**src/rtl/mcdaq_ctp.sv**
```systemverilog
// mcdaq_ctp: multi-channel central trigger processor.
// Delays all channels through a common pre-trigger pipeline and evaluates a
// selectable trigger condition on one source channel. An arm/holdoff state
// machine issues single-cycle trigger pulses aligned to the delayed stream.
// Optional feature macro: MCDAQ_CTP_HOLDOFF_EN (holdoff counter + HOLDOFF state).
module mcdaq_ctp #(
    parameter int unsigned PRECISION = 8,
    parameter int unsigned NCHANNELS = 4,
    parameter int unsigned DELAY     = 4,
    parameter int unsigned HOLDOFF_W = 16
) (
    input  logic                            DAQ_Clock,
    input  logic                            Reset,
    input  logic                            DAQ_En,
    input  logic [NCHANNELS*PRECISION-1:0]  DAQ_D,
    output logic [NCHANNELS*PRECISION-1:0]  DAQ_Q,
    output logic                            DAQ_QValid,
    output logic                            DAQ_Trg,
    input  logic [2:0]                      TRG_MODE,
    input  logic [3:0]                      TRG_SRC,
    input  logic [PRECISION-1:0]            TRG_LVL,
    input  logic [HOLDOFF_W-1:0]            TRG_HOLDOFF,
    input  logic                            TRG_Single,
    input  logic                            TRG_Arm,
    input  logic                            TRG_Disarm,
    output logic [1:0]                      TRG_State,
    output logic [15:0]                     TRG_Count
);

    localparam int unsigned DW    = NCHANNELS * PRECISION;
    localparam int unsigned CNT_W = 16;

    typedef enum logic [1:0] {
        ST_IDLE    = 2'd0,
        ST_ARMED   = 2'd1,
        ST_HOLDOFF = 2'd2
    } state_e;

    logic [DW-1:0]        stage_q [DELAY];
    logic                 valid_q;
    logic                 trg_q, trg_d;
    state_e               state_q, state_d;
    logic [CNT_W-1:0]     count_q, count_d;
    logic [PRECISION-1:0] cur_c, prev_c;
    logic                 src_ok_c;
    logic                 cur_ge_c, prev_ge_c;
    logic                 cond_c;

    // Pre-trigger pipeline: all channels advance together on enabled samples.
    always_ff @(posedge DAQ_Clock or posedge Reset) begin
        if (Reset) begin
            for (int i = 0; i < int'(DELAY); i++) begin
                stage_q[i] <= '0;
            end
        end else if (DAQ_En) begin
            stage_q[0] <= DAQ_D;
            for (int i = 1; i < int'(DELAY); i++) begin
                stage_q[i] <= stage_q[i-1];
            end
        end
    end

    // Source channel select: current input sample and previous accepted sample.
    always_comb begin
        cur_c    = '0;
        prev_c   = '0;
        src_ok_c = 1'b0;
        for (int c = 0; c < int'(NCHANNELS); c++) begin
            if (TRG_SRC == 4'(c)) begin
                cur_c    = DAQ_D[c*PRECISION +: PRECISION];
                prev_c   = stage_q[0][c*PRECISION +: PRECISION];
                src_ok_c = 1'b1;
            end
        end
    end

    // Trigger condition decode (unsigned compares).
    always_comb begin
        cur_ge_c  = (cur_c >= TRG_LVL);
        prev_ge_c = (prev_c >= TRG_LVL);
        cond_c    = 1'b0;
        case (TRG_MODE)
            3'd0:    cond_c = 1'b1;
            3'd1:    cond_c = cur_ge_c;
            3'd2:    cond_c = !prev_ge_c && cur_ge_c;
            3'd3:    cond_c = prev_ge_c && !cur_ge_c;
            3'd4:    cond_c = prev_ge_c != cur_ge_c;
            3'd5:    cond_c = cur_c > prev_c;
            3'd6:    cond_c = cur_c < prev_c;
            default: cond_c = 1'b0;
        endcase
        if (!src_ok_c) begin
            cond_c = 1'b0;
        end
    end

`ifdef MCDAQ_CTP_HOLDOFF_EN
    logic [HOLDOFF_W-1:0] hcnt_q, hcnt_d;

    // Holdoff counter register.
    always_ff @(posedge DAQ_Clock or posedge Reset) begin
        if (Reset) begin
            hcnt_q <= '0;
        end else begin
            hcnt_q <= hcnt_d;
        end
    end
`else
    logic unused_holdoff;
    assign unused_holdoff = ^TRG_HOLDOFF;
`endif

    // Arm/holdoff next-state and trigger decision; Disarm has top priority.
    always_comb begin
        state_d = state_q;
        count_d = count_q;
        trg_d   = 1'b0;
`ifdef MCDAQ_CTP_HOLDOFF_EN
        hcnt_d  = hcnt_q;
`endif
        if (TRG_Disarm) begin
            state_d = ST_IDLE;
        end else begin
            case (state_q)
                ST_IDLE: begin
                    if (TRG_Arm) begin
                        state_d = ST_ARMED;
                        count_d = '0;
                    end
                end
                ST_ARMED: begin
                    if (DAQ_En && cond_c) begin
                        trg_d = 1'b1;
                        if (count_q != {CNT_W{1'b1}}) begin
                            count_d = count_q + CNT_W'(1);
                        end
`ifdef MCDAQ_CTP_HOLDOFF_EN
                        if (TRG_HOLDOFF != '0) begin
                            state_d = ST_HOLDOFF;
                            hcnt_d  = TRG_HOLDOFF;
                        end else if (TRG_Single) begin
                            state_d = ST_IDLE;
                        end
`else
                        if (TRG_Single) begin
                            state_d = ST_IDLE;
                        end
`endif
                    end
                end
`ifdef MCDAQ_CTP_HOLDOFF_EN
                ST_HOLDOFF: begin
                    if (DAQ_En) begin
                        hcnt_d = hcnt_q - HOLDOFF_W'(1);
                        if (hcnt_q == HOLDOFF_W'(1)) begin
                            state_d = TRG_Single ? ST_IDLE : ST_ARMED;
                        end
                    end
                end
`endif
                default: state_d = ST_IDLE;
            endcase
        end
    end

    // State, count, trigger pulse and sample-valid registers.
    always_ff @(posedge DAQ_Clock or posedge Reset) begin
        if (Reset) begin
            state_q <= ST_IDLE;
            count_q <= '0;
            trg_q   <= 1'b0;
            valid_q <= 1'b0;
        end else begin
            state_q <= state_d;
            count_q <= count_d;
            trg_q   <= trg_d;
            valid_q <= DAQ_En;
        end
    end

    assign DAQ_Q      = stage_q[DELAY-1];
    assign DAQ_QValid = valid_q;
    assign DAQ_Trg    = trg_q;
    assign TRG_State  = state_q;
    assign TRG_Count  = count_q;

endmodule

```
**config.mk**
```make
export PLATFORM = sky130hd
export DESIGN_NAME = mcdaq_ctp
export DESIGN_NICKNAME = d
export VERILOG_FILES = /design/src/rtl/mcdaq_ctp.sv
export SDC_FILE = /design/constraint.sdc
export NUM_CORES = 1
export LEC_CHECK = 0
export ABC_AREA = 1
export CAP_MARGIN = 20
export CORE_MARGIN = 1
export CORE_UTILIZATION = 50
export DETAILED_ROUTE_END_ITERATION = 8
export PLACE_DENSITY = 0.83
export SETUP_SLACK_MARGIN = 0.2
export SYNTH_ARGS = -nofsm -noshare
export SYNTH_HDL_FRONTEND = slang
export SYNTH_SLANG_ARGS = --single-unit
```
**constraint.sdc**
```tcl
create_clock -name DAQ_Clock -period 6.6 [get_ports DAQ_Clock]
set_input_delay 0.66 -clock DAQ_Clock [delete_from_list [all_inputs] [get_ports DAQ_Clock]]
set_output_delay 0.66 -clock DAQ_Clock [all_outputs]
set_load 0.01 [all_outputs]
```
==> results of run 1 <==
[path summary, 6_finish.rpt]
check                             start  cells after the start      endpoint  slack (ns)
setup / recovery             TRG_SRC[3]                     27  TRG_Count[5]        2.03
hold / removal              stage_q[64]                      2   stage_q[32]        0.48
setup reg to reg           stage_q[117]                     19  TRG_Count[5]        3.36
hold reg to reg             stage_q[64]                      2   stage_q[32]        0.48
max in group asynchronous         Reset                      3   stage_q[85]        4.57
min in group asynchronous         Reset                      2      DAQ_Q[5]        0.74
[final cells by class]
class / instances / area [um2] / share of cell area, %
inverters: 123 / 467 / 5.39
flip-flops and latches: 147 / 3680 / 42.5
well taps: 180 / 225 / 2.60
clock buffers: 22 / 464 / 5.36
clock inverters: 9 / 130 / 1.50
multi-input cells: 527 / 2640 / 30.5
repair buffers: 105 / 1050 / 12.1
[cells in the mapped netlist, types with 4 or more instances]
cell,instances
a21oi_1,81
buf_1,6
buf_2,6
buf_4,33
clkbuf_1,21
dfrtp_1,147
ha_1,27
inv_1,120
nand2_1,162
nand3_1,25
nand4_1,6
nor2_1,102
nor3_1,8
o21ai_0,70
o221ai_1,4
o22ai_1,16
[cell families after synthesis]
group | Yosys count | share of synthesized area (%)
buffers and inverters | 190 | 11.9
AOI/OAI and AO/OA | 182 | 13.7
muxes | 1 | 0.157
adders and majority gates | 27 | 4.71
other | 1 | 0.0523
and+or+nand+nor | 314 | 18.0
xor gates and xnor gates | 2 | 0.244
DFF | 147 | 51.3
[stage by stage]
stage                     total power [mW]  instances  cell area [um2]
after CTS                             2.37       1113             8660
after global placement                1.38       1082             8060
after floorplan                       1.28        864             7170
after detailed placement              1.40       1082             8060
final                                 2.36       1113             8660
after global routing                  2.46       1113             8660
[sequential cells by signal, indices dropped and copies added (netlist names)]
name        flops
DAQ_Q          32
stage_q        96
TRG_Count      16
DAQ_Trg         1
DAQ_QValid      1
TRG_State       1
[report_power, final]
part,switching (mW),leakage (nW),total [mW],internal [mW]
clock network,0.360,0.290,0.972,0.611
logic,0.198,2.18,0.346,0.148
registers,0.0432,1.76,1.04,0.996
[critical path, stage by stage]
cell and delay [ns]:
clkdlybuf4s50_1 0.39, nor2_1 0.30, inv_1 0.08, nor2_1 0.23, inv_2 0.12, nor2_2 0.20
inv_1 0.21, or2_2 0.32, o221ai_1 0.09, inv_1 0.12, ha_1 0.30, nand2_1 0.07
nor2_1 0.04, nor2_1 0.09, nand2_1 0.07, nand2_1 0.06, nand2_1 0.08, ha_1 0.19
o21ai_1 0.11, o21ai_0 0.08, a21oi_1 0.15, nand2_1 0.09, o21bai_2 0.19, nand2_2 0.26
nand2_4 0.26, nand2_1 0.09, nand2_1 0.07
[routing by layer]
metal,vias to the layer above,GRT usage [%],wire length [um]
li1,2851,-,-
met1,2724,30.9,6940
met2,235,36.7,7750
met3,53,5.20,1090
met4,0,12.3,607
met5,-,0,0
==> flow_metrics.py, run 1 <==
metrics = {
    "status": {
        "status": "finished clean",
    },
    "yosys": {
        "synth_area_leaders": "dfrtp_1 (51%), nand2_1 (8.5%), inv_1 (6.3%), a21oi_1 (5.7%), nor2_1 (5.3%)",
        "ys_types": 38,
        "ys_ff_latch": 147,
        "synth-async-reset-ratio_pct": 100,
        "netlist_instances": 864,
        "syn_nets": 960,
        "yosys.area.top_type": "dfrtp_1",
        "yosys.area.top_type_share_pct": 51.3,
        "ys.flop_type": "dfrtp_1",
        "synth_seq_area_share_pct": 51.3,
        "synth.cell_area_mm2": 0.00717,
        "synth_edf_count": 0,
        "synth.avg_cell_area_um2": 8.30,
        "ys_warn_count": 0,
    },
    "setup_path": {
        "path_class": "in2reg",
        "cp-start-kind": "primary input",
        "arrival_ns": 4.92,
        "required_ns": 6.95,
        "endpoint_kind": "flip-flop",
        "crit_fanout": 17,
    },
    "floorplan": {
        "core_area_mm2": 0.0139,
        "pin_count": 121,
        "rows": 43,
        "die_x_um": 122,
        "start_util_pct": 51.5,
        "die_area_mm2": 0.0148,
        "die_y_um": 122,
    },
    "clock_tree": {
        "hold_buffers": 0,
        "cts_max_level": 4,
        "clock-sinks": 147,
        "clockBufferDepth": 2,
        "cts.root.buffer_cell": "clkbuf_16",
        "cts_buffers": 17,
        "clock_latency_ns": 0.42,
        "post-cts-setup-buffers": 0,
        "tritoncts": "yes",
        "cts_resized": 0,
        "clk_pin_slew_ns": 0.06,
    },
    "timing": {
        "hold_violations": 0,
        "period_minus_slack_ns": 4.57,
        "tns_ns": 0,
        "setup_viol": 0,
        "rsz0062_at_grt": "false",
        "max_freq_mhz": 219,
        "tightest_slew_ns": 0.999,
        "finalCritPeriodShare_pct": 69.2,
        "setup_ws_ns": 2.03,
        "slew_headroom_pct": 33.4,
        "hold_slack_ns": 0.477,
        "finClkSkew_ns": 0.00865,
        "report.final.slew_viol_count": 0,
    },
    "routing": {
        "drt_iter0_drc": 566,
        "viasPerCell": 5.27,
        "route.detailed.wl_per_inst_um": 14.7,
        "drc": 0,
        "drtAntennaViolNets": 0,
        "dr.pass1.iters": 5,
        "num_vias": 5863,
        "totalWireLength_um": 16400,
    },
    "final_layout": {
        "drive_above_1_share_pct": 5.04,
        "final_util_pct": 62.1,
        "final_cell_mix": "nand2_1 (162), dfrtp_1 (147), inv_1 (119)",
        "fin_nets": 1017,
        "syn_to_final_growth_pct": 20.6,
        "n_antenna_cell": 0,
        "layout_commonest_cell": "nand2_1",
        "fill_cells": 1120,
    },
    "global_routing": {
        "gr-total-overflow": 0,
        "antenna_found_initial": 0,
        "grt_pass1_vias": 5472,
        "grt_usage_pct": 23.6,
        "grt_pass1_wl_um": 26500,
        "grt_max_degree": 136,
    },
    "place": {
        "globalplace.congestion": 0.913,
        "hpwl_um": 11200,
        "detailedPlace.worstSlack_ns": 1.67,
        "port_buffers": 103,
    },
    "run": {
        "drv_cap": 0,
    },
    "hold_path": {
        "hp-class": "reg2reg",
    },
    "pwr": {
        "p_leak_nw": 4.23,
        "ir_worst_vdd_mv": 0.128,
        "power_density_mw_per_mm2": 272,
    },
}
Power figures use the tool's default switching activity.
==> inputs of run 2 (changes only) <==
==> constraint.sdc (replaced) <==
create_clock -name DAQ_Clock -period 4.5 [get_ports DAQ_Clock]
set_input_delay 0.45 -clock DAQ_Clock [delete_from_list [all_inputs] [get_ports DAQ_Clock]]
set_output_delay 0.45 -clock DAQ_Clock [all_outputs]
set_load 0.01 [all_outputs]
==> flow_metrics.py, run 2 (synthesis results as in run 1) <==
metrics = {
    "status": {
        "status": "finished clean",
    },
    "place": {
        "detailedPlace.worstSlack_ns": 0.130,
        "globalplace.congestion": 0.893,
        "dpl.cell_count": 1093,
        "port_buffers": 103,
        "hpwl_um": 11500,
    },
    "timing": {
        "finalCritPeriodShare_pct": 85.6,
        "tns_ns": 0,
        "tightest_slew_ns": 0.873,
        "report.final.slew_viol_count": 0,
        "finClkSkew_ns": 0.00559,
        "max_freq_mhz": 260,
        "slew_headroom_pct": 41.8,
        "hold_slack_ns": 0.394,
        "setup_ws_ns": 0.648,
        "rsz0062_at_grt": "false",
        "period_minus_slack_ns": 3.85,
        "hold_violations": 0,
        "setup_viol": 0,
    },
    "setup_path": {
        "r2r-start": "stage_q[127]",
        "required_ns": 4.81,
        "crit_buf_inv": 7,
        "reg2regPathDepth": 19,
        "critPathTopFamily": "simple AND/OR/NAND/NOR gates",
        "timing.rr.end": "TRG_Count[1]",
        "crit_path_max_incr_delay_ns": 0.41,
        "crit_path_top_delay_cell": "clkdlybuf4s50_1",
        "crit_fanout": 12,
        "arrival_ns": 4.16,
        "endpoint_kind": "flip-flop",
        "path_common_cell": "nand2_1",
        "path_class": "in2reg",
        "cp-start-kind": "primary input",
        "reg2reg_slack_ns": 1.43,
    },
    "floorplan": {
        "die_x_um": 122,
        "die_area_mm2": 0.0148,
        "pin_count": 121,
        "core_area_mm2": 0.0139,
        "die_y_um": 122,
        "rows": 43,
        "start_util_pct": 51.5,
    },
    "global_routing": {
        "grt_max_degree": 123,
        "grt_pass1_wl_um": 26600,
        "grt_usage_pct": 23.7,
        "grt_pass1_vias": 5455,
        "antenna_found_initial": 0,
        "gr-total-overflow": 0,
    },
    "clock_tree": {
        "cts.root.buffer_cell": "clkbuf_16",
        "clock_latency_ns": 0.42,
        "clk_pin_slew_ns": 0.06,
        "clockBufferDepth": 2,
        "tritoncts": "yes",
        "cts_buffers": 17,
        "cts_max_level": 4,
        "clock-sinks": 147,
        "hold_buffers": 0,
    },
    "pwr": {
        "ir_worst_vdd_mv": 0.229,
        "power_density_mw_per_mm2": 400,
        "p_leak_nw": 4.29,
    },
    "final_layout": {
        "drive_above_1_share_pct": 6.77,
        "syn_to_final_growth_pct": 22.5,
        "fin_nets": 1028,
        "final_cell_mix": "nand2_1 (162), dfrtp_1 (147), inv_1 (118)",
        "largest_register_ff_count": 96,
        "final_util_pct": 63.1,
        "n_antenna_cell": 0,
        "largest_register": "stage_q",
        "finalNonFillerCells": 1125,
        "layout_commonest_cell": "nand2_1",
    },
    "routing": {
        "viasPerCell": 5.21,
        "num_vias": 5862,
        "totalWireLength_um": 16500,
        "dr.pass1.iters": 5,
        "drc": 0,
        "drtAntennaViolNets": 0,
        "route.detailed.wl_per_inst_um": 14.7,
        "drt_iter0_drc": 547,
    },
    "run": {
        "drv_cap": 0,
    },
    "hold_path": {
        "hp-class": "in2async",
    },
}
-- run 2: area by class of cell --
class                      instances  area [um2]
clock buffer                      19         443
clock inverter                    13         174
inverter                         123         465
tap                              180         225
fill                            1139        5140
multi-input combinational        527        2650
sequential                       147        3680
timing repair buffer             116        1150
-- run 2: metal layers --
| metal | up-vias | global-route usage, % | wire, um |
|---|---|---|---|
| met4 | 0 | 11.1 | 447 |
| met3 | 37 | 3.89 | 931 |
| met5 | - | 0 | 0 |
| met2 | 224 | 37.4 | 7850 |
| met1 | 2732 | 32.1 | 7290 |
| li1 | 2869 | - | - |
-- run 2: how the worst max path moves through the flow --
stage	from	end	slack, ns	cells past startpoint
final	TRG_SRC[3]	TRG_Count[1]	0.65	26
after global routing	TRG_SRC[3]	TRG_Count[13]	0.25	26
after CTS	TRG_SRC[3]	TRG_Count[1]	0.55	26
after detailed placement	TRG_SRC[3]	TRG_Count[11]	0.13	26
after global placement	TRG_SRC[3]	TRG_Count[9]	0.21	27
after floorplan	TRG_SRC[3]	TRG_Count[6]	0.99	25
-- run 2: what timing repair did --
action | 4_1_cts | 5_1_grt
setup buffers | 0 | 0
gates resized for setup | 0 | 3
endpoints found under the hold margin | 0 | 0
setup endpoints to repair | 0 | 16
-- run 2: per-stage QoR --
stage	total power [mW]	cell area, um2
after floorplan	1.87	7180
after global placement	2.03	8150
after detailed placement	2.06	8170
after CTS	3.53	8780
after global routing	3.67	8790
final	3.51	8790
-- run 2: power by group --
part,internal (mW),switching [mW],total (mW)
registers,1.46,0.0663,1.53
logic,0.225,0.292,0.518
clock network,0.897,0.573,1.47
total,2.58,0.932,3.51
-- run 2: worst reg2reg max path: cells and delay by family (launching register included) --
family | cells | cell delay (ns)
flip-flops | 1 | 0.37
AND/OR/NAND/NOR | 9 | 1.03
adder cells (fa/ha/maj) | 2 | 0.49
AO/OA/AOI/OAI | 5 | 0.65
buffers and inverters | 3 | 0.40
